$ cat config.mk
export PLATFORM = sky130hd
export DESIGN_NAME = bcd_display_scan
export DESIGN_NICKNAME = d
export VERILOG_FILES = /design/src/rtl/bcd_display_scan.sv
export SDC_FILE = /design/constraint.sdc
export NUM_CORES = 1
export LEC_CHECK = 0
export CAP_MARGIN = 20
export CORE_MARGIN = 2
export CORE_UTILIZATION = 49
export CTS_CLUSTER_SIZE = 30
export DETAILED_ROUTE_END_ITERATION = 8
export PLACE_DENSITY = 0.75
export SLEW_MARGIN = 20
export SYNTH_ARGS = -nofsm -noshare
export SYNTH_HDL_FRONTEND = slang
export SYNTH_SLANG_ARGS = --single-unit
$ cat constraint.sdc
create_clock -name clk -period 2.4 [get_ports clk]
set_clock_uncertainty 0.2 [all_clocks]
set_input_delay 0.48 -clock clk [delete_from_list [all_inputs] [get_ports clk]]
set_output_delay 0.48 -clock clk [all_outputs]
set_load 0.02 [all_outputs]
$ cat src/rtl/bcd_display_scan.sv
// -----------------------------------------------------------------------------
// bcd_display_scan
//
// Purpose:
//   Scans a 4-digit multiplexed common-anode seven-segment display from a BCD
//   hours/minutes pair. Both inputs are snapshotted once per frame, so a
//   single frame never mixes digits from two different values. The block also
//   provides per-pair blinking for setting mode and a blinking separator dot.
//
// Parameters:
//   SCAN_DIV     - clk cycles per digit slot (>= 2)
//   BLINK_FRAMES - full frames per blink half-period (>= 1)
//
// Optional feature:
//   BCD_DISPLAY_SCAN_LZB_EN - when defined, digit 3 (hours tens) is blanked
//                             when it is zero. Its anode is still driven low.
//
// Ports:
//   clk       in   system clock, rising edge
//   reset     in   synchronous, active-high
//   hours     in   [7:4] tens, [3:0] units (BCD)
//   minutes   in   [7:4] tens, [3:0] units (BCD)
//   blink_sel in   bit1 blinks hours pair, bit0 blinks minutes pair
//   colon_en  in   enables the blinking separator dot
//   seg       out  {g,f,e,d,c,b,a}, active-high, registered
//   an        out  digit enables, active-low, an[k] = digit k, registered
//   dp        out  decimal point, active-high, registered
// -----------------------------------------------------------------------------
module bcd_display_scan #(
  parameter int SCAN_DIV     = 50000,
  parameter int BLINK_FRAMES = 64
) (
  input  logic       clk,
  input  logic       reset,
  input  logic [7:0] hours,
  input  logic [7:0] minutes,
  input  logic [1:0] blink_sel,
  input  logic       colon_en,
  output logic [6:0] seg,
  output logic [3:0] an,
  output logic       dp
);

  localparam int PW = (SCAN_DIV > 1) ? $clog2(SCAN_DIV) : 1;
  localparam int FW = (BLINK_FRAMES > 1) ? $clog2(BLINK_FRAMES) : 1;
  localparam logic [PW-1:0] PRE_MAX = PW'(SCAN_DIV - 1);
  localparam logic [FW-1:0] FRM_MAX = FW'(BLINK_FRAMES - 1);

  logic [PW-1:0] pre_r;
  logic [1:0]    idx_r;
  logic [FW-1:0] frm_r;
  logic          blink_phase_r;
  logic [15:0]   snap_r;
  logic          primed_r;

  logic          tick_s;
  logic          frame_end_s;
  logic          frame_start_s;
  logic [3:0]    nib_s;
  logic          blank_s;
  logic          lzb_s;
  logic [6:0]    seg_next_s;
  logic [3:0]    an_next_s;
  logic          dp_next_s;

  // BCD to segment pattern; any non-decimal nibble shows a dash.
  function automatic logic [6:0] decode7(input logic [3:0] n);
    case (n)
      4'd0:    decode7 = 7'h3F;
      4'd1:    decode7 = 7'h06;
      4'd2:    decode7 = 7'h5B;
      4'd3:    decode7 = 7'h4F;
      4'd4:    decode7 = 7'h66;
      4'd5:    decode7 = 7'h6D;
      4'd6:    decode7 = 7'h7D;
      4'd7:    decode7 = 7'h07;
      4'd8:    decode7 = 7'h7F;
      4'd9:    decode7 = 7'h6F;
      default: decode7 = 7'h40;
    endcase
  endfunction

  assign tick_s        = (pre_r == PRE_MAX);
  assign frame_end_s   = tick_s && (idx_r == 2'd3);
  // The first cycle out of reset primes the snapshot; later frames start
  // when the last digit slot expires.
  assign frame_start_s = !primed_r || frame_end_s;

  // Select the snapshot nibble for the digit currently being scanned.
  always_comb begin
    nib_s = snap_r[3:0];
    case (idx_r)
      2'd0:    nib_s = snap_r[3:0];
      2'd1:    nib_s = snap_r[7:4];
      2'd2:    nib_s = snap_r[11:8];
      2'd3:    nib_s = snap_r[15:12];
      default: nib_s = snap_r[3:0];
    endcase
  end

  // Blink blanking, leading-zero blanking and next-output computation.
  always_comb begin
    blank_s = 1'b0;
    lzb_s   = 1'b0;
    if (idx_r[1]) begin
      blank_s = blink_sel[1] && blink_phase_r;
    end else begin
      blank_s = blink_sel[0] && blink_phase_r;
    end
`ifdef BCD_DISPLAY_SCAN_LZB_EN
    lzb_s = (idx_r == 2'd3) && (snap_r[15:12] == 4'h0);
`else
    lzb_s = 1'b0;
`endif
    if (blank_s || lzb_s) begin
      seg_next_s = 7'h00;
    end else begin
      seg_next_s = decode7(nib_s);
    end
    an_next_s = ~(4'b0001 << idx_r);
    dp_next_s = (idx_r == 2'd2) && colon_en && !blink_phase_r;
  end

  // Scan counters, frame snapshot, blink timing and registered outputs.
  always_ff @(posedge clk) begin
    if (reset) begin
      pre_r         <= '0;
      idx_r         <= 2'd0;
      frm_r         <= '0;
      blink_phase_r <= 1'b0;
      snap_r        <= 16'h0000;
      primed_r      <= 1'b0;
      seg           <= 7'h00;
      an            <= 4'b1111;
      dp            <= 1'b0;
    end else begin
      if (tick_s) begin
        pre_r <= '0;
        idx_r <= idx_r + 2'd1;
      end else begin
        pre_r <= pre_r + PW'(1);
      end
      if (frame_start_s) begin
        snap_r <= {hours, minutes};
      end
      primed_r <= 1'b1;
      // The priming start is not counted toward the blink period.
      if (primed_r && frame_end_s) begin
        if (frm_r == FRM_MAX) begin
          frm_r         <= '0;
          blink_phase_r <= !blink_phase_r;
        end else begin
          frm_r <= frm_r + FW'(1);
        end
      end
      seg <= seg_next_s;
      an  <= an_next_s;
      dp  <= dp_next_s;
    end
  end

endmodule
==> flow_metrics.env <==
export IMPL_yosysSeqAreaShare_pct=43.4
export IMPL_pre_cts_ws_ns=0.00198
export IMPL_worst_setup_path_end_kind="flop"
export IMPL_fin_nets=357
export IMPL_start_kind="flop"
export IMPL_clkSinkCount=54
export IMPL_final_cells=389
export IMPL_fmax_mhz=422
export IMPL_r2r_end="frm_r[2]"
export IMPL_antenna_found_initial=0
export IMPL_slowest_delay_ns=0.58
export IMPL_tns_ns=0
export IMPL_cp_max_fo=8
export IMPL_r2r_start="pre_r[4]"
export IMPL_path_cells="or4b_4 -> or4_4 -> or4_4 -> a21oi_2"
export IMPL_numCtsBuffers=5
export IMPL_dp_cells=382
export IMPL_dp_hpwl_um=3800
export IMPL_place_congestion=0.909
export IMPL_cp_num_buf_inv=0
export IMPL_setup_viol=0
export IMPL_power_total_mw=1.65
export IMPL_cts_root_buf="clkbuf_8"
export IMPL_peakVddDrop_mv=0.419
export IMPL_dr_first_iter_drc_count=139
export IMPL_routed_wl_um=5290
export IMPL_arrival_ns=2.41
export IMPL_maxCapViolCount=0
export IMPL_syn_to_final_growth_pct=26.6
export IMPL_die_h_um=75.3
export IMPL_required_ns=2.44
export IMPL_synth_top_area_cell="dfxtp_1"
export IMPL_syn_area_um2=2490
export IMPL_crit_cells=4
export IMPL_yosysMostFrequentCell="dfxtp_1"
export IMPL_synth_cells=274
export IMPL_power_density_nw_per_um2=522
export IMPL_status="complete, no violations"
export IMPL_die_x_um=75.3
export IMPL_clock_latency_ns=0.30
export IMPL_synthFlopType="dfxtp_1"
export IMPL_syn_area_per_cell_um2=9.10
export IMPL_worstSetupStartpoint="pre_r[4]"
export IMPL_num_io_pins=33
export IMPL_slew_headroom_pct=69.9
export IMPL_initial_core_util_pct=51.8
export IMPL_hold_buffers=0
export IMPL_io_buffers=32
export IMPL_diodes=0
export IMPL_vias_per_cell=5.34
export IMPL_synth_cell_type_count=48
export IMPL_synth_compound_area_share_pct=10.9
export IMPL_yosys_top_cells_count="dfxtp_1 (54), nand2_1 (48), mux2i_1 (20)"
export IMPL_synth_fa_ha_area_share_pct=6.52
export IMPL_synthSimpleGateAreaFrac_pct=21.2
export IMPL_ys_ff_latch=54
export IMPL_fp_row_count=25
export IMPL_wire_per_inst_um=13.6
export IMPL_fp_coreArea_um2=4820
export IMPL_timing_final_crit_share_pct=98.8
export IMPL_synth_mux_area_share_pct=9.38
export IMPL_worst_slew_pin_slew_ns=0.451
export IMPL_clockBufferDepth=2
export IMPL_hp_class="reg -> reg"
export IMPL_period_needed_ns=2.37
export IMPL_reg2reg_depth=4
export IMPL_synthArstFlopShare_pct=0
export IMPL_htree_levels=2
export IMPL_rsz0062_at_grt="true"
export IMPL_path_clk_slew_ns=0.09
export IMPL_whs_ns=0.264
export IMPL_synth_top_area_share_pct=43.4
export IMPL_synth_fp_nets=308
export IMPL_grt_pass1_vias=2060
export IMPL_grt_use_total_pct=20.3
export IMPL_tritoncts="built"
export IMPL_antenna_left=0
export IMPL_p_leak_nw=1.20
export IMPL_synth_area_top_cells="dfxtp_1 (43%), mux2i_1 (8.0%), nand2_1 (7.2%)"
export IMPL_layout_drive_gt1_share_pct=15.2
export IMPL_critPathMostFrequentCell="or4_4"
export IMPL_multi_input_area_um2=1370
export IMPL_overflow=0
export IMPL_synth_edf_count=0
export IMPL_grt_first_pass_wirelength_um=8940
export IMPL_fill_cells=424
export IMPL_synth_xor_area_share_pct=4.57
export IMPL_synth_top_family_by_area="simple AND/OR/NAND/NOR gates"
export IMPL_crit_family="simple AND/OR/NAND/NOR gates"
export IMPL_layout_setup_ws_ns=0.0276
export IMPL_num_vias=2078
export IMPL_yosysWarnings=0
export IMPL_grt_max_degree=37
export IMPL_slowest_stage="or4_4"
export IMPL_seq_area_um2=1090
export IMPL_slew_viol_final=0
export IMPL_r2r_setup_slack_ns=0.03
export IMPL_drtPass1Iterations=5
export IMPL_critPathKind="reg -> reg"
export IMPL_endpoint="frm_r[2]"
export IMPL_dieArea_um2=5680
export IMPL_route_detailed_drc=0
export IMPL_hold_violations=0
[layout make-up]
cell class,count,share of cell area (%)
clock buffers,6,2.62
inverters,14,1.66
multi-input cells,196,43.4
flip-flops and latches,54,34.4
well taps,67,2.66
repair buffers,52,15.3
[worst reg2reg max path: cells and delay by family, from the launching register on]
kind	cells	cell delay [ns]
AO/OA/AOI/OAI	1	0.13
flip-flops	1	0.33
AND/OR/NAND/NOR	3	1.65
[repair_timing]
item	4_1_cts	5_1_grt
pin swaps	1	6
endpoints found under the setup margin	1	9
setup buffers	0	1
resized for setup	1	14
[worst min path at each step]
stage / endpoint / depth (start not counted) / start / slack, ns
6_report: snap_r[8] / 2 / snap_r[8] / 0.26
5_1_grt: snap_r[11] / 2 / snap_r[11] / 0.28
4_1_cts: snap_r[8] / 2 / snap_r[8] / 0.27
3_5_place_dp: pre_r[0] / 1 / pre_r[0] / 0.25
3_3_place_gp: pre_r[0] / 1 / pre_r[0] / 0.24
2_1_floorplan: pre_r[0] / 1 / pre_r[0] / 0.23
[report_power, final]
| group | internal [mW] | switching [mW] | total, mW |
|---|---|---|---|
| combinational | 0.106 | 0.0939 | 0.200 |
| clock | 0.223 | 0.276 | 0.500 |
| sequential | 0.931 | 0.0184 | 0.949 |
| total | 1.26 | 0.389 | 1.65 |
[cell families after synthesis]
| family | count (synthesis) |
|---|---|
| AND/OR/NAND/NOR | 107 |
| flip-flops | 54 |
| AO/OA/AOI/OAI | 40 |
| buffers and inverters | 24 |
| multiplexers | 23 |
| XOR/XNOR | 13 |
| adder cells (fa/ha/maj) | 13 |
[per-stage QoR]
step / util, % / cell area [um2]
final: 65.5 / 3160
after global routing: 65.5 / 3160
after CTS: 64.2 / 3090
after detailed placement: 62.4 / 3010
after global placement: 62.4 / 3010
after floorplan: - / 2490
[layout by cell type (no fill, tap or decap), types with 4 or more instances in the layout]
| cell type | n |
|---|---|
| dfxtp_1 | 50 |
| nor3_1 | 6 |
| a21oi_1 | 11 |
| ha_1 | 13 |
| inv_1 | 13 |
| nand3_1 | 8 |
| xnor2_1 | 10 |
| clkbuf_8 | 6 |
| clkdlybuf4s50_1 | 32 |
| buf_4 | 19 |
| nor2_1 | 19 |
| a21oi_2 | 4 |
| nand2_1 | 48 |
| or4_4 | 4 |
| dfxtp_2 | 4 |
| mux2i_1 | 20 |
[routing by layer]
metal / vias up / global-route usage, % / part of all wire, %
met2: 43 / 35.1 / 49
li1: 1048 / - / -
met3: 10 / 3.70 / 4.4
met4: 0 / 7.41 / 1.4
met5: - / 0 / 0
met1: 977 / 25.2 / 45
[registers in the layout (all words and copies together) (netlist names)]
signal,cells
primed_r,1
pre_r,16
frm_r,6
an,4
snap_r,16
dp,1
idx_r,2
blink_phase_r,1
seg,7
Power figures use the tool's default switching activity.
